File: src/rtl/pll_phase_ctrl_pkg.sv
// Shared types and constants for the ECP5 EHXPLLL dynamic phase-adjust controller.
package pll_phase_pkg;

    typedef enum logic [2:0] {
        IDLE,
        SETUP,
        PULSE,
        GAP,
        LOCKWAIT,
        DONE
    } state_t;

    localparam logic [1:0] SEL_CLKOS  = 2'd0;
    localparam logic [1:0] SEL_CLKOS2 = 2'd1;
    localparam logic [1:0] SEL_CLKOS3 = 2'd2;
    localparam logic [1:0] SEL_CLKOP  = 2'd3;

    localparam logic OP_STEP   = 1'b0;
    localparam logic OP_RELOAD = 1'b1;

endpackage

File: src/rtl/pll_phase_ctrl_sync2.sv
// Two-flop synchronizer with asynchronous active-low reset.
module sync2 (
    input  logic clk,
    input  logic resetn,
    input  logic d,
    output logic q
);

    logic meta;

    always_ff @(posedge clk or negedge resetn) begin
        if (!resetn) begin
            meta <= 1'b0;
            q    <= 1'b0;
        end else begin
            meta <= d;
            q    <= meta;
        end
    end

endmodule

File: src/rtl/pll_phase_ctrl.sv
// Drives the EHXPLLL PHASESEL/PHASEDIR/PHASESTEP/PHASELOADREG port for step and
// reload commands, waits for LOCK to recover and tracks each output's fine phase.
module pll_phase_ctrl
    import pll_phase_pkg::*;
#(
    parameter int unsigned SETUP_CYC = 2,
    parameter int unsigned PULSE_CYC = 4,
    parameter int unsigned GAP_CYC   = 4,
    parameter int unsigned STEP_W    = 8,
    parameter int unsigned LOCK_TMO  = 1000
) (
    input  logic                  clk,
    input  logic                  resetn,
    input  logic                  req_valid,
    output logic                  req_ready,
    input  logic                  req_op,
    input  logic [1:0]            req_sel,
    input  logic                  req_dir,
    input  logic [STEP_W-1:0]     req_steps,
    output logic                  done,
    output logic                  err,
    output logic [4*STEP_W-1:0]   phase_pos,
    input  logic                  pll_locked,
    output logic [1:0]            phasesel,
    output logic                  phasedir,
    output logic                  phasestep,
    output logic                  phaseloadreg
);

    localparam logic [STEP_W-1:0] POS_ONE = STEP_W'(1);

    state_t            state;
    logic [7:0]        cyc_cnt;
    logic [15:0]       tmo_cnt;
    logic [STEP_W-1:0] remaining;
    logic              op_q;
    logic              lock_s;
    logic [STEP_W-1:0] pos_q [4];

    sync2 u_lock_sync (
        .clk    (clk),
        .resetn (resetn),
        .d      (pll_locked),
        .q      (lock_s)
    );

    assign req_ready = (state == IDLE);

    for (genvar g = 0; g < 4; g++) begin : g_pos
        assign phase_pos[g*STEP_W +: STEP_W] = pos_q[g];
    end

    always_ff @(posedge clk or negedge resetn) begin
        if (!resetn) begin
            state        <= IDLE;
            cyc_cnt      <= '0;
            tmo_cnt      <= '0;
            remaining    <= '0;
            op_q         <= OP_STEP;
            phasesel     <= SEL_CLKOS;
            phasedir     <= 1'b0;
            phasestep    <= 1'b1;
            phaseloadreg <= 1'b1;
            done         <= 1'b0;
            err          <= 1'b0;
            pos_q        <= '{default: '0};
        end else begin
            done <= 1'b0;
            case (state)
                IDLE: begin
                    if (req_valid) begin
                        phasesel  <= req_sel;
                        phasedir  <= req_dir;
                        op_q      <= req_op;
                        remaining <= req_steps;
                        err       <= 1'b0;
                        cyc_cnt   <= '0;
                        state     <= SETUP;
                    end
                end
                SETUP: begin
                    if (op_q == OP_STEP && remaining == '0) begin
                        done  <= 1'b1;
                        state <= DONE;
                    end else if (cyc_cnt == 8'(SETUP_CYC)) begin
                        cyc_cnt <= '0;
                        state   <= PULSE;
                        if (op_q == OP_RELOAD) phaseloadreg <= 1'b0;
                        else                   phasestep    <= 1'b0;
                    end else begin
                        cyc_cnt <= cyc_cnt + 8'd1;
                    end
                end
                PULSE: begin
                    if (cyc_cnt == 8'(PULSE_CYC - 1)) begin
                        phasestep    <= 1'b1;
                        phaseloadreg <= 1'b1;
                        cyc_cnt      <= '0;
                        state        <= GAP;
                        // Counter tracks the PLL: it moves when the strobe rises.
                        if (op_q == OP_RELOAD) begin
                            pos_q[phasesel] <= '0;
                        end else begin
                            remaining <= remaining - POS_ONE;
                            if (phasedir) pos_q[phasesel] <= pos_q[phasesel] - POS_ONE;
                            else          pos_q[phasesel] <= pos_q[phasesel] + POS_ONE;
                        end
                    end else begin
                        cyc_cnt <= cyc_cnt + 8'd1;
                    end
                end
                GAP: begin
                    if (cyc_cnt == 8'(GAP_CYC - 1)) begin
                        cyc_cnt <= '0;
                        if (op_q == OP_STEP && remaining != '0) begin
                            phasestep <= 1'b0;
                            state     <= PULSE;
                        end else begin
                            tmo_cnt <= '0;
                            state   <= LOCKWAIT;
                        end
                    end else begin
                        cyc_cnt <= cyc_cnt + 8'd1;
                    end
                end
                LOCKWAIT: begin
                    // Lock is tested first so a simultaneous timeout still reports success.
                    if (lock_s) begin
                        done  <= 1'b1;
                        state <= DONE;
                    end else if (tmo_cnt == 16'(LOCK_TMO)) begin
                        err   <= 1'b1;
                        done  <= 1'b1;
                        state <= DONE;
                    end else begin
                        tmo_cnt <= tmo_cnt + 16'd1;
                    end
                end
                DONE: begin
                    state <= IDLE;
                end
                default: begin
                    state <= IDLE;
                end
            endcase
        end
    end

endmodule
File: config.mk
export PLATFORM = sky130hd
export DESIGN_NAME = pll_phase_ctrl
export DESIGN_NICKNAME = d
export VERILOG_FILES = /design/src/rtl/pll_phase_ctrl_pkg.sv /design/src/rtl/pll_phase_ctrl_sync2.sv /design/src/rtl/pll_phase_ctrl.sv
export SDC_FILE = /design/constraint.sdc
export NUM_CORES = 1
export LEC_CHECK = 0
export ABC_AREA = 1
export BUFFER_PORTS_ARGS = -buffer_cell sky130_fd_sc_hd__clkbuf_2
export CAP_MARGIN = 40
export CELL_PAD_IN_SITES_DETAIL_PLACEMENT = 1
export CELL_PAD_IN_SITES_GLOBAL_PLACEMENT = 1
export CORE_MARGIN = 4
export CORE_UTILIZATION = 46
export CTS_CLUSTER_SIZE = 30
export DETAILED_ROUTE_END_ITERATION = 10
export GPL_ROUTABILITY_DRIVEN = 0
export PLACE_DENSITY = 0.91
export SYNTH_ARGS = -nofsm -noshare
export SYNTH_HDL_FRONTEND = slang
export SYNTH_SLANG_ARGS = --single-unit
File: constraint.sdc
create_clock -name clk -period 4.7 [get_ports clk]
set_input_delay 0.235 -clock clk [delete_from_list [all_inputs] [get_ports clk]]
set_output_delay 0.235 -clock clk [all_outputs]
set_load 0.005 [all_outputs]
After elaboration in Yosys (flattened, before gate mapping)
Index checks and enable logic that the tools add are counted.
- flip-flop bits (word level): 77
- bits of input ports: 16
- output and inout bits: 40
- add/subtract/negate cells: 5
- $lt $le $gt $ge: 2
- eq/ne operators: 22
- multiplexer cells: 51
- bitwise gates (word level): 4
- reductions and logical operators: 22
- operators with widths (cell ; number):
    $mux 8 ; 10
    $bwmux 32 ; 2
    $mux 16 ; 4
    $mux 32 ; 2
    $and 32x32->32 ; 1
    $not 32->32 ; 1
    $pmux 16 s2 ; 1
    $ne 2x2->1 const B ; 13
    $mux 3 ; 8
    $pmux 8 s3 ; 1
    $add 16x1->16 const B ; 1
    $add 8x1->8 const B ; 2
    $bmux 8 s2 ; 1
    $demux 8 s2 ; 1
    $eq 16x10->1 const B ; 1
    $eq 8x2->1 const B ; 2
    $pmux 8 s2 ; 1
    $sub 8x1->8 const B ; 2
    $mux 1 ; 15
    $pmux 3 s5 ; 1
    $reduce_and 5->1 ; 3
    $logic_not 8->1 ; 1
    $reduce_and 4->1 ; 2
    $reduce_bool 2->1 ; 4
    19 further kinds ; 26

Logic depth before layout (Yosys ltp)
- word-level depth: 8
- gate-level depth with buffers: 15
- mapped depth without buffers: 13

Hierarchy
Synthesis repeated with hierarchy kept, for this count alone.
- cell total of the unflattened synthesis: 639
- area, all modules: 4678.2 um^2
- by module, submodules not included (module ; instances ; cells each ; area an instance (um^2)):
    pll_phase_ctrl ; 1 ; 637 ; 4628.2
    sync2 ; 1 ; 2 ; 50.0

Worst setup path after synthesis
No wires, ideal clock.
- path kind: flip-flop to flip-flop
- start point: reg phasesel[0]
- end point: reg pos_q (netlist bit phase_pos[14])
- arrival: 1749 ps
- setup slack: 2834 ps
- stages on the path, launching flop included: 15
- cells stage by stage: dfrtp_1 > buf_6 > nand2_1 > inv_2 > nand2_1 > nand2_1 > nor2_2 > ha_1 > inv_1 > nor3_2 > nand2_1 > nand2_1 > nand3_1 > nand3_1 > nand2_1
- longest elaborated chain between the ends: 8
- RTL lines (element ; RTL line ; text):
    start: declaration ; pll_phase_ctrl.sv:24 ; output logic [1:0] phasesel,
    start signal: assignment ; pll_phase_ctrl.sv:72 ; phasesel <= req_sel;
    $not 2->3 (not written as such) (*) ; pll_phase_ctrl.sv:102, pll_phase_ctrl.sv:105, pll_phase_ctrl.sv:106 ;
    $bmux 8 s2, or another cell as far along ; pll_phase_ctrl.sv:105, pll_phase_ctrl.sv:106 ;
    $mux 8 (not written as such) / $logic_and 1x1->1 (equally long branches) ; pll_phase_ctrl.sv:105, pll_phase_ctrl.sv:106, pll_phase_ctrl.sv:102 ;
    $mux 8 (on tied branches) ; pll_phase_ctrl.sv:105, pll_phase_ctrl.sv:106, pll_phase_ctrl.sv:102 ;
    $add 8x1->8, or another cell as far along ; pll_phase_ctrl.sv:106 ; else pos_q[phasesel] <= pos_q[phasesel] + POS_ONE;
    $bwmux 32, or another cell as far along ; pll_phase_ctrl.sv:106 ;
    $mux 32 / $and 32x32->32 (equally long branches) ; -- ;
    $mux 32 (*) ; pll_phase_ctrl.sv:101 ; if (op_q == OP_RELOAD) begin
    end signal: indexed assignment ; pll_phase_ctrl.sv:105 ; if (phasedir) pos_q[phasesel] <= pos_q[phasesel] - POS_ONE;
    end signal: indexed assignment ; pll_phase_ctrl.sv:106 ;
    end: declaration ; pll_phase_ctrl.sv:38 ; logic [STEP_W-1:0] pos_q [4];
Every way passes the cells marked *; elsewhere a longest branch is shown, timed or not. The select of a mux whose other input is x is not followed.
A chain may end at the register's enable or synchronous reset.

Worst setup path after layout
- start point: reg phasesel[0]
- end point: reg pos_q (netlist bit phase_pos[30])
The elaborated chain is that of the path after synthesis.

==> summary.md <==
| Metric | Value |
|---|---|
| Crit path kind | `reg2reg` |
| Setup Skew | `0.0120 ns` |
| Synthesized cell area | `4660 um2` |
| Synth top area share | `40.2%` |
| Crit-path max cell delay | `0.83 ns` |
| Worst path arrival time | `2.96 ns` |
| M3 GR Usage | `5.21%` |
| Commonest cells in the netlist | `183 x nand2_1, 75 x dfrtp_1, 62 x inv_1` |
| Most common cell in the synthesized netlist | `nand2_1` |
| Crit path max fanout | `20` |
| Top FF cell, synth | `dfrtp_1` |
| Vert. Die Dim | `109 um` |
| Fillers | `1326` |
| Initial antenna violation count | `0` |
| RSZ-0062 raised after global routing | `no` |
| Initial DRC Count | `203` |
| Final Slew Violations | `0` |
| Status | `completed` |
| TritonCTS Buffers | `9` |
| Crit path time final | `2.70 ns` |
| CTS Buffer Depth | `2` |
| Crit-path cells | `nor2_2 > nand2_1 > nand2_1 > nor2_2 > ha_1 > inv_1 > nor3_2 > nand2_1 > nand2_1 > nand3_1 > nand3_1 > nand2_1` |
| Clock sinks | `77` |
| Max-slew headroom | `50.6%` |
| Min-delay src | `req_steps[1]` |
| Core area | `9820 um2` |
| Nets@finish | `712` |
| Starting Density | `47.5%` |
| Gr usage total | `26.6%` |
| Gr busiest metal | `met2` |
| Crit share post-route | `57.4%` |
| Fin Setup TNS | `0 ns` |
| Worst slew pin tran | `0.740 ns` |
| FP Rows | `36` |
| Drt wl/cell | `17.7 um` |
| Reg-to-reg slack, setup | `2.00 ns` |
| Max-cap violations | `0` |
| Largest net degree at the start of global routing | `42` |
| Htree depth | `3` |
| Hold Crit Endpoint | `remaining[1]` |
| PortBufs | `55` |
| Number of diodes | `0` |
| Number of vias per cell | `5.63` |
| Worst vdd ir | `235 uV` |
| Mapped Cells | `637` |
| Vias in the first global route | `4902` |
| FMAX | `0.371 GHz` |
| IO Pins | `56` |
| Final Power | `3.10 mW` |
| Total Wirelength | `14600 um` |
| CP endpoint kind | `flop` |
| Post-DRT Antenna Nets | `0` |
| Number of synthesized flops with an enable pin | `0` |
| Worst EP required | `4.96 ns` |
| Seq/Total Area, Yosys | `41.4%` |
| Root Buffer | `clkbuf_8` |
| Worst path bufs/invs | `1` |
| DRT Pass-1 Iters | `4` |
| Largest delay contributor family on the critical path | `simple AND/OR/NAND/NOR gates` |
| CP max stage cell | `dfrtp_1` |
| Hpwl dp | `10600 um` |
| Die area | `11800 um2` |
| Critical R2R Capture | `phase_pos[30]` |
| Worst skew pair latency | `0.37 ns` |
| Synth Net Count | `660` |
| Hold depth | `3` |
| Ys async rst share | `100%` |
| Hold Crit Class | `in2reg` |
| Layout cell share with drive strength beyond 1 | `17.1%` |
| Final Setup Violations | `0` |
| CP dominant cell by count | `nand2_1` |
| Pleak | `2.61 nW` |
| FF-to-FF Start | `phasesel[0]` |
| Worst Reg-to-Reg Cells | `12` |
| Hold Fails Final Rpt | `0` |
| Die W | `109 um` |
| Synth unique cells | `39` |
| Yosys warns | `0` |
| CTS tree | `built` |
| CTS clock-pin slew for the worst setup and hold paths | `0.09 ns` |
| First-pass GRT wire length | `24700 um` |
| Vias | `4646` |
| Yosys reg bits | `77` |
| Met2 global-route usage | `45.5%` |
| Startpoint types | `flop` |
| DRC | `0` |
| GR Overflow Total | `0` |
| Post-CTS resize count | `0` |
| Hold WS | `0.137 ns` |
| Met1 Use GR | `33.3%` |
| Post-CTS setup buffer count | `0` |
| Area after DPL | `5020 um2` |
| Area Growth Syn to Fin | `12.1%` |
| Synth area leader | `dfrtp_1` |
| Largest cells by area after synthesis | `dfrtp_1 40%, nand2_1 15%, inv_1 5.0%` |
| Design area | `5230 um2` |
| Syn_area_per_cell | `7.32 um2` |
| PwrDens | `594 nW/um2` |
[layout make-up]
class	instances	area, um2	area share [%]
Clock buffer	10	138	2.63
Clock inverter	4	48.8	0.933
Inverter	66	250	4.79
Multi-Input combinational cell	476	2370	45.3
Sequential cell	77	1930	36.9
Tap cell	133	166	3.18
Timing Repair Buffer	59	325	6.22
[cell usage in the layout (no fill, tap or decap), types with 2 or more instances in the layout]
cell type        n
nand2_1        183
clkinv_2         2
o22ai_1          5
o21ai_1         13
o211ai_1         2
inv_2            3
nor3b_1          3
o21ai_2          6
nor3_2           2
xor2_1           6
nor2_4           3
or2_2            2
o21ai_0         40
inv_1           62
ha_1             7
nand2_2          5
clkbuf_8        10
dfstp_2          2
nand3_1         46
buf_4            2
nand3_2          9
nor2_2          10
o21a_1           2
nor3_1          14
a21oi_1         26
nor4_1           4
dlygate4sd3_1    2
xnor2_1          3
clkbuf_2        54
nand4_1         20
nor2_1          59
dfrtp_1         75
[worst reg2reg max path, cell delays in order (launching register included)]
cell and delay [ns]:
dfrtp_1 0.83, nor2_2 0.21, nand2_1 0.16, nand2_1 0.09, nor2_2 0.20, ha_1 0.22, inv_1 0.07, nor3_2 0.21
nand2_1 0.09, nand2_1 0.08, nand3_1 0.16, nand3_1 0.18, nand2_1 0.08
[power breakdown]
group	switching, mW	leakage [nW]	internal, mW
registers	0.231	1.02	0.841
logic	1.03	1.49	0.487
clock network	0.263	0.0984	0.254
total	1.52	2.61	1.58
[through the flow]
stage,setup WS [ns],util [%],cells
after global routing,1.81,53.2,825
after detailed placement,2.17,51.1,809
after CTS,2.06,53.2,825
after floorplan,2.83,-,637
after global placement,2.33,50.9,807
final,2.00,53.2,825
[worst max-delay path by stage]
stage          depth (start not counted)  slack, ns         from            end
5_1_grt                               12       1.81  phasesel[0]  phase_pos[10]
3_5_place_dp                          13       2.17  phasesel[0]   phase_pos[6]
4_1_cts                               12       2.06  phasesel[0]  phase_pos[30]
2_1_floorplan                         14       2.83  phasesel[0]  phase_pos[14]
6_report                              12       2.00  phasesel[0]  phase_pos[30]
3_3_place_gp                          12       2.33  phasesel[0]  phase_pos[10]
[per-layer routing]
metal / part of all wire (%) / vias to the layer above
met3: 3.9 / 33
met5: 0 / -
met4: 2.3 / 0
met1: 43 / 2316
li1: - / 2187
met2: 51 / 110
[timing repair]
item,in CTS,in global routing
setup endpoints to repair,0,0
hold endpoints to repair,36,0
hold buffers,2,0
[logic make-up (layout without fill, tap and decap cells)]
family	count (synthesis)	count (layout)	synth area share (%)
adder cells (fa/ha/maj)	7	7	1.88
AND/OR/NAND/NOR	365	365	36.2
AO/OA/AOI/OAI	95	95	11.1
buffers and inverters	84	139	7.81
XOR/XNOR	9	9	1.69
flip-flops	77	77	41.4
[flip-flops by register name, indices dropped and copies added (netlist names)]
| register | cells |
|---|---|
| u_lock_sync.q | 1 |
| done | 1 |
| phaseloadreg | 1 |
| u_lock_sync.meta | 1 |
| phase_pos | 32 |
| phasedir | 1 |
| phasestep | 1 |
| tmo_cnt | 16 |
| phasesel | 2 |
| remaining | 8 |
| op_q | 1 |
| state | 3 |
| err | 1 |
| cyc_cnt | 8 |
Note: power is estimated with default switching activity, not from simulation.
